==> src/rtl/fetch_decode_queue.sv <==
// Elastic fetch/decode queue: DEPTH-entry circular buffer of {pc, instr}
// with valid/ready on both sides and a flush that squashes everything.
module fetch_decode_queue #(
    parameter int              XLEN      = 32,
    parameter int              DEPTH     = 2,
    parameter logic [XLEN-1:0] NOP_INSTR = 32'h00000013,
    parameter int              CW        = $clog2(DEPTH + 1)
) (
    input  logic            clk,
    input  logic            rst_n,
    input  logic            in_valid,
    output logic            in_ready,
    input  logic [XLEN-1:0] in_pc,
    input  logic [XLEN-1:0] in_instr,
    input  logic            flush,
    output logic            out_valid,
    input  logic            out_ready,
    output logic [XLEN-1:0] out_pc,
    output logic [XLEN-1:0] out_pc_plus_4,
    output logic [XLEN-1:0] out_instr,
    output logic [CW-1:0]   count
);

    localparam int            PW   = (DEPTH > 1) ? $clog2(DEPTH) : 1;
    localparam logic [PW-1:0] LAST = PW'(DEPTH - 1);
    localparam logic [CW-1:0] FULL = CW'(DEPTH);

    logic [PW-1:0]   wp_q, wp_d;
    logic [PW-1:0]   rp_q, rp_d;
    logic [CW-1:0]   cnt_q, cnt_d;
    logic [XLEN-1:0] pc_mem_q    [DEPTH];
    logic [XLEN-1:0] instr_mem_q [DEPTH];

    logic push;
    logic pop;
    logic nonempty;

    // Explicit wrap so non-power-of-two depths cycle correctly
    function automatic logic [PW-1:0] wrap_inc(input logic [PW-1:0] p);
        return (p == LAST) ? '0 : p + PW'(1);
    endfunction

    assign nonempty = (cnt_q != '0);
    assign in_ready = (cnt_q != FULL);
    assign push     = in_valid & in_ready & ~flush;
    assign pop      = out_valid & out_ready;

    always_comb begin
        wp_d  = wp_q;
        rp_d  = rp_q;
        cnt_d = cnt_q;
        if (flush) begin
            wp_d  = '0;
            rp_d  = '0;
            cnt_d = '0;
        end else begin
            if (push) wp_d = wrap_inc(wp_q);
            if (pop)  rp_d = wrap_inc(rp_q);
            if (push & ~pop)
                cnt_d = cnt_q + CW'(1);
            else if (pop & ~push)
                cnt_d = cnt_q - CW'(1);
        end
    end

    always_ff @(posedge clk or negedge rst_n) begin
        if (!rst_n) begin
            wp_q  <= '0;
            rp_q  <= '0;
            cnt_q <= '0;
        end else begin
            wp_q  <= wp_d;
            rp_q  <= rp_d;
            cnt_q <= cnt_d;
        end
    end

    // Payload storage is intentionally left out of reset
    always_ff @(posedge clk) begin
        if (push) begin
            pc_mem_q[wp_q]    <= in_pc;
            instr_mem_q[wp_q] <= in_instr;
        end
    end

    assign out_valid     = nonempty & ~flush;
    assign out_instr     = out_valid ? instr_mem_q[rp_q] : NOP_INSTR;
    assign out_pc        = nonempty ? pc_mem_q[rp_q] : '0;
    assign out_pc_plus_4 = out_pc + XLEN'(4);
    assign count         = cnt_q;

endmodule
==> config.mk <==
export PLATFORM = sky130hd
export DESIGN_NAME = fetch_decode_queue
export DESIGN_NICKNAME = d
export VERILOG_FILES = /design/src/rtl/fetch_decode_queue.sv
export SDC_FILE = /design/constraint.sdc
export NUM_CORES = 1
export LEC_CHECK = 0
export BUFFER_PORTS_ARGS = -buffer_cell sky130_fd_sc_hd__buf_2
export CORE_MARGIN = 4
export CORE_UTILIZATION = 38
export DETAILED_ROUTE_END_ITERATION = 7
export PLACE_DENSITY = 0.72
export SYNTH_ARGS = -nofsm -noshare
export SYNTH_HDL_FRONTEND = slang
export SYNTH_SLANG_ARGS = --single-unit
==> constraint.sdc <==
create_clock -name clk -period 11.35 [get_ports clk]
set_input_delay 0.5675 -clock clk [delete_from_list [all_inputs] [get_ports clk]]
set_output_delay 0.5675 -clock clk [all_outputs]
set_load 0.05 [all_outputs]
# Yosys cells after proc, flatten, opt, wreduce, memory -nomap -nowiden
# Memories as Yosys holds them, arrays and structs flattened.
# Cells that the tools add are included.
# W data, S select, Z words.
dict set report word_totals {
  n_memories 2
  mem_bits_rw 128
  reg_bits 4
  out_inout_bits 100
  wordCells 37
}
dict set report op_classes {
  reduce_logical 4
  n_eq_ne 1
  muxes 13
  bitwise_logic 9
  add_sub_neg 5
}
# memory depth word_bits read_ports rd_ports_with_merged_regs write_ports line_no
set memory_table {}
lappend memory_table {instr_mem_q 2 32 1 0 1 32} ;# logic [XLEN-1:0] instr_mem_q [DEPTH];
lappend memory_table {pc_mem_q 2 32 1 0 1 31} ;# logic [XLEN-1:0] pc_mem_q [DEPTH];
# operator n
set op_table {}
lappend op_table {{$mux W32} 2}
lappend op_table {{$add A32 B3 Y32 const B} 1}
lappend op_table {{$mux W1} 8}
lappend op_table {{$and A1 B1 Y1} 6}
lappend op_table {{$mux W2} 3}
lappend op_table {{$reduce_bool A2 Y1} 3}
lappend op_table {{$not A1 Y1} 3}
lappend op_table {{$reduce_bool A3 Y1} 1}
lappend op_table {{$add A1 B1 Y1 const B} 2}
lappend op_table {{$add A2 B1 Y2 const B} 1}
lappend op_table {{$ne A2 B2 Y1 const B} 1}
lappend op_table {{$sub A2 B1 Y2 const B} 1}

# Depth between registers and ports, before layout
# Gate-level depths: netlist (run 1).
dict set report depth {
  ltp_word 8
  ltp_mapped 13
}

# Worst setup path before layout (run 1)
# Ideal clock, no wire load.
dict set report synth_path {
  kind {reg-to-reg}
  startpoint {register cnt_q[0], in the netlist count[0]}
  endpoint {memory instr_mem_q[1][0] (enable)}
  path_buffers 1
  setup_slack_ps 4487
  stages_incl_launch_ff 5
  t_arrival_ps 6285
  synth_period_minus_slack_ps 6863
  path_cell_list {dfrtp_1 -> buf_2 -> nand2b_1 -> nand2_1 -> nor3b_1}
}
dict set report synth_between {
  elab_chain_len 5
}
# item line_no
set synth_lines {}
lappend synth_lines {{start: declaration} 30} ;# logic [CW-1:0] cnt_q, cnt_d;
lappend synth_lines {{start signal: assignment} 74} ;# cnt_q <= cnt_d;
lappend synth_lines {{$ne A2 B2 Y1} 44} ;# assign in_ready = (cnt_q != FULL);
lappend synth_lines {{via in_ready} 12} ;# output logic in_ready,
lappend synth_lines {{$and A1 B1 Y1 (2 in series)} 45} ;# assign push = in_valid & in_ready & ~flush;
lappend synth_lines {{$mux W1} 80} ;# if (push) begin
lappend synth_lines {{$mux W1 (not written as such)} 82} ;# instr_mem_q[wp_q] <= in_instr;
lappend synth_lines {{end: declaration} 32}
# The timed path passes the listed nets, and every way through them passes these cells.

# Worst setup path in the final report (run 1)
dict set report layout_path {
  startpoint {register rp_q}
  endpoint {output port out_pc_plus_4[28]}
}
dict set report layout_between {
  elab_chain_len 3
}
# item line_no
set layout_lines {}
lappend layout_lines {{start: declaration} 29} ;# logic [PW-1:0] rp_q, rp_d;
lappend layout_lines {{start signal: assignment} 73} ;# rp_q <= rp_d;
lappend layout_lines {{$mem_v2 Z2 W32} n/a}
lappend layout_lines {{$mux W32} 88} ;# assign out_pc = nonempty ? pc_mem_q[rp_q] : '0;
lappend layout_lines {{$add A32 B3 Y32} 89} ;# assign out_pc_plus_4 = out_pc + XLEN'(4);
lappend layout_lines {{end: declaration} 19} ;# output logic [XLEN-1:0] out_pc_plus_4,
# Every way passes these cells.

==> impl_metrics.py, run 1 <==
metrics = {
    "die": {
        "io_pins": 169,
        "die-width_um": 132.6,
        "start_util_pct": 38.82,
        "core_area_um2": 15200,
        "fp.dieArea_um2": 17590,
        "die_h_um": 132.6,
        "rows": 45,
    },
    "clocking": {
        "clock_latency_ns": 0.41,
        "cts_setup_buffers": 0,
        "htreeDepth": 4,
        "cts_tree": "yes",
        "cts-buffers-inserted": 17,
        "root_buffer": "clkbuf_16",
        "clk_path_buf_depth": 2,
        "path_clk_slew_ns": 0.06,
        "ctsResizeCount": 0,
        "cts_hold_buffers": 1,
        "clock-sinks": 132,
    },
    "setup_path": {
        "cp_max_fo": 53,
        "cp-start-kind": "flip-flop",
        "worstSetupPathType": "reg2out",
        "required_ns": 10.78,
        "arrival_ns": 4.42,
        "end_kind": "output pin",
    },
    "synth": {
        "syn-num-nets": 484,
        "yosys.area_share.adder_pct": 0.2120,
        "ys_ff_latch": 132,
        "synth_mux_area_share_pct": 10.92,
        "synth-compound-area-share_pct": 3.222,
        "async_flop_share_pct": 3.030,
        "ys_warn_count": 0,
        "synth.avg_cell_area_um2": 14.26,
        "synth_top_family_by_area": "simple AND/OR/NAND/NOR gates",
        "synth-simple-area-share_pct": 11.98,
        "syn_inst": 414,
        "synth_xor_area_share_pct": 4.304,
        "ys_seq_area_share_pct": 66.82,
        "synth_cell_types": 37,
        "yosysTopAreaCell": "edfxtp_1",
        "synth_top_area_share_pct": 65.13,
        "yosys-top-cells-area": "edfxtp_1, mux2i_1, nor2_1",
        "synth_flop_cell": "edfxtp_1",
        "netlist_area_um2": 5902,
        "synth_edf_count": 128,
    },
    "placed_design": {
        "gp_congestion": 0.7785,
        "dp_hpwl_um": 9786,
        "io_buffers": 168,
        "post-place-cells": 757,
        "placed_cell_area_um2": 6914,
    },
    "routing": {
        "viasPerCell": 4.943,
        "wl_um": 13530,
        "drc": 0,
        "ant_nets": 0,
        "drt_iter0_drc": 199,
        "vias": 3905,
        "wl_per_cell_um": 17.13,
        "drt_pass1_iterations": 4,
    },
    "pwr": {
        "power_frac_seq_pct": 43.0,
        "p_clk_share_pct": 40.8,
        "p_leak_nw": 2.949,
        "p_sw_uw": 367.9,
        "power.internal_uw": 956.9,
        "p_comb_share_pct": 16.2,
        "finalPower_mw": 1.325,
        "vdd_drop_max_uv": 94.08,
        "switching_share_pct": 27.77,
        "power.density_nw_per_um2": 176.3,
    },
    "global_route": {
        "grt-ovfl-total": 0,
        "grt.busiest_layer": "met2",
        "grt_use_total_pct": 15.47,
        "antenna_found_initial": 6,
        "met2_usage_pct": 24.96,
        "grt_max_degree": 54,
        "met3_usage_pct": 6.654,
        "grtUsageMet1_pct": 18.08,
        "first_global_vias": 4062,
        "grt_pass1_wl_um": 21080,
    },
    "timing": {
        "fmax_mhz": 200.4,
        "fin_crit_ns": 4.991,
        "period_share_pct": 43.97,
        "skew_ns": 0.01031,
        "setup_viol": 0,
        "worst_pin_slew_ns": 0.8291,
        "finalHoldViolCount": 0,
        "rsz0062_at_grt": "false",
        "slew_viol_final": 0,
        "max_slew_margin_pct": 44.73,
        "setup_tns_ns": 0,
    },
    "min_path": {
        "hp-class": "in2reg",
    },
    "final_layout": {
        "fin_util_pct": 49.43,
        "syn_to_final_growth_pct": 27.33,
        "stdcell_area_um2": 7515,
        "num-fill-cells": 1318,
        "drive_gt1_share_pct": 37.94,
        "layout_common_cells": "buf_2, edfxtp_1, nor2_1, mux2i_1, xor2_1",
        "nets": 659,
        "layoutNonFillerInstCount": 790,
        "layout_commonest_cell": "buf_2",
    },
    "status": {
        "status": "finished, final reports clean",
    },
    "job": {
        "maxCapViolCount": 0,
    },
}
## cell usage after synthesis, types with 3 or more instances
| library cell | count |
|---|---|
| nand3_1 | 17 |
| buf_4 | 4 |
| edfxtp_1 | 128 |
| o21ai_0 | 8 |
| nand3b_1 | 9 |
| xor2_1 | 19 |
| buf_2 | 9 |
| mux2_2 | 3 |
| a211oi_2 | 5 |
| nor2_1 | 66 |
| dfrtp_1 | 4 |
| nand4_1 | 4 |
| xnor2_1 | 10 |
| mux2i_1 | 61 |
| nor3_1 | 11 |
| buf_6 | 4 |
| nand2_1 | 18 |
| inv_1 | 6 |
## worst paths after layout
| path | cells after the start | endpoint | slack, ns | startpoint |
|---|---|---|---|---|
| worst max register to register | 4 | pc_mem_q[1][21] | 9.38 | count[0] |
| max in group asynchronous | 2 | rp_q | 10.71 | rst_n |
| worst min-delay path | 1 | instr_mem_q[1][8] | 0.34 | in_instr[8] |
| worst min register to register | 2 | wp_q | 0.59 | wp_q |
| worst max-delay path | 11 | out_pc_plus_4[28] | 6.36 | rp_q |
| min in group asynchronous | 2 | count[1] | 0.50 | rst_n |
## critical path, cell delays in order (launching register included)
cell and delay, ns:
dfrtp_4 0.70, buf_4 0.72, mux2_2 0.29, o21ai_0 0.09, inv_1 0.11, ha_1 0.22, o21ai_0 0.14, a211oi_2 0.51
nand2_1 0.32, nor4_2 0.38, xor2_1 0.18, buf_2 0.29
## registers in the layout, summed over array words and instances, names as in the netlist
name and count:
instr_mem_q 64, count 2, wp_q 1, rp_q 1
pc_mem_q 64
## logic make-up after synthesis
logic type / count (synthesis)
and+or+nand+nor: 142
buffers and inverters: 25
xor gates and xnor gates: 29
adders and majority gates: 1
AOI/OAI and AO/OA: 21
DFF: 132
muxes: 64
## power groups by stage
| stage | combinational (mW) | sequential, mW | clock (mW) |
|---|---|---|---|
| after floorplan | 0.166 | 0.577 | 0 |
| after global placement | 0.214 | 0.578 | 0 |
| after detailed placement | 0.216 | 0.580 | 0 |
| after CTS | 0.218 | 0.570 | 0.550 |
| after global routing | 0.229 | 0.571 | 0.572 |
| final | 0.215 | 0.570 | 0.540 |
## per-layer routing
layer / routed length, um / vias up
met2: 6477 / 163
met3: 1272 / 31
met1: 5434 / 1816
met4: 278 / 10
li1: - / 1885
met5: 69 / -
## area by class of cell
type | count | area (um^2) | share of cell area, %
Tap cell | 188 | 235.2 | 3.130
Clock buffer | 18 | 429.2 | 5.711
Antenna cell | 1 | 2.502 | 0.03330
Inverter | 6 | 22.52 | 0.2997
Clock inverter | 13 | 158.9 | 2.115
Multi-Input combinational cell | 257 | 1823 | 24.26
Sequential cell | 132 | 3948 | 52.53
Timing Repair Buffer | 175 | 895.9 | 11.92
## per-stage QoR
stage          hold WS [ns]  setup WS, ns
2_1_floorplan        0.2719         4.487
3_3_place_gp         0.3875         6.884
3_5_place_dp         0.3869         6.770
4_1_cts              0.3205         6.279
5_1_grt              0.3309         5.972
6_report             0.3389         6.359
(Power assumes the default switching activity.)
==> run 2: changes to the inputs <==
ABC_AREA = 1   (was unset)
clock period = 5 ns   (was 11.35 ns; I/O delays follow)
==> run 2 against run 1 <==
  * Non-clock buffer count decreased by 2
  * Count of clock-buffer cells in the layout rose by 2
  * Global-route usage rose by 0.54 points
  * Clock skew fell by 0.0018 ns
  * Utilization down 0.94 points
  * Sequential share of layout area fell by 3.5 points
  * Register-to-register slack worse by 6.8 ns
  * First-iteration DRC count grew 17%
  * Via count up 23%
  * Wire length grew 11%
  * Die area increased by 8.6%
  * Critical endpoint unchanged
==> impl_metrics.py, run 2 <==
metrics = {
    "min_path": {
        "hp-class": "in2reg",
        "hold_path_depth": 1,
    },
    "routing": {
        "drt_pass1_iterations": 5,
        "drc": 0,
        "wl_per_cell_um": 13.95,
        "viasPerCell": 4.472,
        "drt_iter0_drc": 233,
        "ant_nets": 0,
        "vias": 4803,
        "wl_um": 14980,
    },
    "timing": {
        "finalHoldViolCount": 0,
        "fmax_mhz": 279.6,
        "slew_viol_final": 0,
        "skew_ns": 0.008491,
        "period_share_pct": 71.53,
        "worst_pin_slew_ns": 1.096,
        "layout_setup_ws_ns": 1.423,
        "rsz0062_at_grt": "false",
        "setup_viol": 0,
        "setup_tns_ns": 0,
        "fin_crit_ns": 3.577,
        "max_slew_margin_pct": 26.75,
    },
    "synth": {
        "synth_edf_count": 128,
        "yosysMostFrequentCell": "nand2_1",
        "yosys-top-cells-area": "edfxtp_1, nand2_1, inv_1",
        "async_flop_share_pct": 3.030,
        "ys_warn_count": 0,
        "yosys-top-cells-count": "nand2_1, edfxtp_1, inv_1",
        "synth_top_area_share_pct": 59.69,
        "syn-num-nets": 741,
        "synth_cell_types": 31,
        "yosysTopAreaCell": "edfxtp_1",
        "synth.avg_cell_area_um2": 9.598,
        "ys_seq_area_share_pct": 61.24,
        "ys_ff_latch": 132,
        "syn_inst": 671,
        "netlist_area_um2": 6440,
        "synth_flop_cell": "edfxtp_1",
    },
    "clocking": {
        "cts_hold_buffers": 1,
        "ctsResizeCount": 0,
        "cts_setup_buffers": 0,
        "cts_tree": "yes",
        "root_buffer": "clkbuf_16",
        "cts-buffers-inserted": 17,
        "clk_path_buf_depth": 2,
        "clock-sinks": 132,
        "htreeDepth": 4,
        "path_clk_slew_ns": 0.06,
        "clock_latency_ns": 0.42,
    },
    "setup_path": {
        "cp-start-kind": "flip-flop",
        "crit_path_max_incr_delay_ns": 0.79,
        "end_kind": "output pin",
        "arrival_ns": 3.33,
        "cp_common_cell": "nand2_1",
        "ff2ff_path_depth": 5,
        "required_ns": 4.75,
        "worstPathCellList": "clkinv_4 -> nand2_1 -> nand2_1 -> nand2_1 -> inv_1 -> ha_1 -> nand3_1 -> nor2_4 -> nand3_2 -> inv_1 -> nand2_1 -> nand2_1 -> nand2_1 -> buf_2",
        "cp_max_fo": 61,
        "worstSetupPathType": "reg2out",
        "crit_slowest_cell": "dfrtp_2",
    },
    "final_layout": {
        "syn_to_final_growth_pct": 24.87,
        "layout_common_cells": "nand2_1, buf_2, edfxtp_1, inv_1, nand3_1",
        "drive_gt1_share_pct": 29.23,
        "num-fill-cells": 1525,
        "nets": 909,
        "multi_input_comb_area_um2": 2029,
        "layout_commonest_cell": "nand2_1",
        "seq_area_um2": 3945,
    },
    "global_route": {
        "grt_pass1_wl_um": 24320,
        "grt_max_degree": 65,
        "antenna_found_initial": 6,
        "met3_usage_pct": 5.698,
        "met2_usage_pct": 27.08,
        "grt.busiest_layer": "met2",
        "grt_use_total_pct": 16.02,
        "grtUsageMet1_pct": 18.90,
        "grt-ovfl-total": 0,
        "first_global_vias": 4846,
    },
    "die": {
        "die_h_um": 138.2,
        "die-width_um": 138.2,
        "rows": 47,
        "fp.dieArea_um2": 19090,
        "start_util_pct": 38.83,
        "io_pins": 169,
        "core_area_um2": 16580,
    },
    "pwr": {
        "power.density_nw_per_um2": 612.2,
        "p_leak_nw": 3.874,
        "vdd_drop_max_uv": 341.5,
    },
    "status": {
        "status": "finished, final reports clean",
    },
    "placed_design": {
        "io_buffers": 168,
        "dp_hpwl_um": 10650,
        "dp_slack_ns": 1.824,
        "gp_congestion": 0.8910,
    },
    "job": {
        "maxCapViolCount": 0,
    },
}
==> run 2: cell types whose count changed after synthesis, sizes merged, moves of 8 or more <==
cell	change
a211oi	-8
inv	+73
mux2i	-61
nand2	+288
nand3	+27
nand3b	-8
nor2	-16
nor3	-12
xnor2	-8
==> run 2: cell type report <==
class                   count  share of cell area (%)
diodes                      2                 0.06224
clock buffers              20                   5.430
clock inverters            12                   2.007
inverters                  80                   3.828
multi-input cells         435                   25.24
flip-flops and latches    132                   49.06
well taps                 220                   3.423
repair buffers            173                   10.95
==> run 2: critical path, delay by kind of cell (launching register included) <==
kind                       cells  cell delay (ns)
and+or+nand+nor                9             0.86
buffers and inverters          4             0.98
DFF                            1             0.79
adders and majority gates      1             0.23
==> run 2: cell families (layout without fill, tap and decap cells) <==
logic type	count (synthesis)	after routing	share of synthesized area, %
adders and majority gates	1	1	0.1943
and+or+nand+nor	406	406	27.88
AOI/OAI and AO/OA	12	12	1.030
other	0	2	0
buffers and inverters	104	285	7.480
xor gates and xnor gates	16	16	2.176
DFF	132	132	61.24
==> run 2: metrics by stage <==
stage / utilization (%) / hold WS, ns / cell area (um^2) / power, mW / std cells
after floorplan: - / -0.04559 / 6440 / 3.251 / 671
after global placement: 44.79 / 0.06455 / 7428 / 3.700 / 1039
after detailed placement: 44.79 / 0.06413 / 7428 / 3.710 / 1039
after CTS: 48.46 / 0.003171 / 8036 / 4.968 / 1072
after global routing: 48.49 / 0.001026 / 8041 / 5.180 / 1074
final: 48.49 / 0.02079 / 8041 / 4.923 / 1074
==> run 2: path summary, 6_finish.rpt <==
kind / to / slack [ns] / startpoint
max in group asynchronous: rp_q / 4.70 / rst_n
worst min-delay path: instr_mem_q[1][10] / 0.02 / in_instr[10]
worst max-delay path: out_pc_plus_4[28] / 1.42 / rp_q
min in group asynchronous: wp_q / 0.16 / rst_n
worst max register to register: pc_mem_q[1][18] / 2.55 / count[0]
worst min register to register: wp_q / 0.56 / wp_q
==> run 2: per-layer routing <==
layer  vias to the layer above  routed length [um]  part of all wire (%)
li1                       2472                   -                     -
met1                      2131                6339                    42
met2                       168                7173                    48
met3                        24                1188                   7.9
met4                         8                 227                   1.5
met5                         -                  49                  0.33
==> run 2: power breakdown <==
group          internal (mW)  switching, mW
Combinational          0.444           1.84
Clock                  0.824          0.426
Sequential              1.33         0.0590
Total                   2.60           2.32
==> run 3: changes to the inputs <==
clock period = 3.4 ns   (was 5 ns; I/O delays follow)
==> run 3 against run 2 <==
  * Count of clock-buffer cells in the layout shrank 3
  * Total power grew 51%
  * Critical path depth shrank 4
  * Worst hold slack gained 0.13 ns
  * Via count grew 6.8%
  * Setup slack lost 1.1 ns
  * Register-to-register slack lost 1.2 ns
  * Largest power group unchanged
  * First-iteration DRC count grew 10%
  * Sequential share of layout area shrank 4.1 points
  * Wire length grew 9.2%
==> impl_metrics.py, run 3 (synthesized netlist as in run 2, its figures left out) <==
metrics = {
    "routing": {
        "wl_um": 16350,
        "vias": 5132,
        "drt_iter0_drc": 257,
        "drc": 0,
        "highest_layer": "met5",
        "wl_met2_um": 8108,
        "routedLengthMet1_um": 6932,
        "ant_nets": 0,
        "drt_pass1_iterations": 5,
        "viasPerCell": 4.498,
        "wl_met3_um": 1121,
        "wl_per_cell_um": 14.33,
    },
    "final_layout": {
        "layout_commonest_cell": "nand2_1",
        "multi_input_comb_area_um2": 2052,
        "stdcell_area_um2": 8768,
        "layout_common_cells": "nand2_1, buf_2, edfxtp_1, inv_1, dlygate4sd3_1",
        "seq_area_um2": 3945,
        "nets": 978,
        "layoutNonFillerInstCount": 1141,
        "drive_gt1_share_pct": 28.48,
        "num-fill-cells": 1479,
        "syn_to_final_growth_pct": 36.16,
    },
    "setup_path": {
        "cp-startpoint": "rp_q",
        "crit_path_max_incr_delay_ns": 0.57,
        "cp_top_family": "simple AND/OR/NAND/NOR gates",
        "critical_path_cell_count": 10,
        "ff2ff_path_depth": 5,
        "path_buf_inv": 2,
        "required_ns": 3.23,
        "cp-start-kind": "flip-flop",
        "end_kind": "output pin",
        "worstSetupPathType": "reg2out",
        "cp_max_fo": 21,
        "crit_slowest_cell": "dfrtp_2",
        "r2r_start": "count[0]",
        "worstPathCellList": "buf_4 -> nand2_1 -> a21oi_1 -> ha_1 -> nand3_1 -> nor2_4 -> nand2_2 -> nor2_1 -> xor2_2 -> buf_2",
        "arrival_ns": 2.88,
    },
    "timing": {
        "skew_ns": 0.009562,
        "rsz0062_at_grt": "false",
        "finalHoldViolCount": 0,
        "slew_viol_final": 0,
        "fin_crit_ns": 3.054,
        "layout_setup_ws_ns": 0.3463,
        "max_slew_margin_pct": 52.42,
        "setup_tns_ns": 0,
        "worst_pin_slew_ns": 0.7121,
        "period_share_pct": 89.81,
        "fmax_mhz": 327.5,
        "setup_viol": 0,
    },
    "clocking": {
        "cts_setup_buffers": 0,
        "root_buffer": "clkbuf_16",
        "cts_tree": "yes",
        "ctsResizeCount": 0,
        "htreeDepth": 4,
        "path_clk_slew_ns": 0.06,
        "clock-sinks": 132,
        "clk_path_buf_depth": 2,
        "clock_latency_ns": 0.40,
        "cts-buffers-inserted": 17,
    },
    "pwr": {
        "power.density_nw_per_um2": 848.9,
        "p_leak_nw": 4.181,
        "finalPower_mw": 7.444,
        "vdd_drop_max_uv": 593.4,
    },
    "die": {
        "fp.dieArea_um2": 19090,
        "start_util_pct": 38.83,
        "core_area_um2": 16580,
        "die-width_um": 138.2,
        "io_pins": 169,
        "rows": 47,
        "die_h_um": 138.2,
    },
    "global_route": {
        "grt-ovfl-total": 0,
        "grt_pass1_wl_um": 25910,
        "grt_use_total_pct": 16.83,
        "grt_max_degree": 47,
        "first_global_vias": 5089,
        "antenna_found_initial": 2,
    },
    "placed_design": {
        "gp_congestion": 0.8737,
        "post-place-cells": 1044,
        "placed_cell_area_um2": 7488,
        "dp_hpwl_um": 11350,
        "io_buffers": 168,
        "dp_slack_ns": 0.7795,
    },
    "min_path": {
        "hp-class": "in2async",
    },
    "job": {
        "maxCapViolCount": 0,
    },
    "status": {
        "status": "finished, final reports clean",
    },
}
==> run 3: cell type report <==
| class | count | area share [%] |
|---|---|---|
| sequential | 132 | 44.99 |
| inverter | 80 | 3.510 |
| timing repair buffer | 242 | 17.78 |
| antenna | 1 | 0.02854 |
| multi-input combinational | 435 | 23.40 |
| clock inverter | 14 | 2.297 |
| tap | 220 | 3.139 |
| clock buffer | 17 | 4.852 |
==> run 3: timing repair <==
item                                   in CTS  in global routing
setup endpoints to repair                   0                  0
endpoints found under the hold margin     132                  0
hold buffers                               65                  0
==> run 3: routing by layer <==
layer	global-route usage, %	vias to the layer above
met5	0	-
met4	4.836	2
met3	4.662	12
met2	29.32	181
met1	20.54	2332
li1	-	2605
==> run 3: final timing paths <==
check,end,slack [ns]
worst max-delay path,out_pc_plus_4[16],0.35
worst min-delay path,count[0],0.15
worst max register to register,pc_mem_q[1][2],1.33
worst min register to register,wp_q,0.57
max in group asynchronous,rp_q,3.09
min in group clk,count[1],0.15
==> run 3: through the flow <==
stage	hold slack, ns	utilization (%)
after global routing	0.1478	52.87
after CTS	0.09945	52.86
after global placement	-0.001816	45.16
final	0.1521	52.87
after detailed placement	-0.001160	45.16
after floorplan	-0.1256	-
==> run 3: power breakdown <==
group	switching (mW)	internal, mW
registers	0.0678	1.95
logic	2.77	0.726
clock network	0.688	1.23
total	3.53	3.91
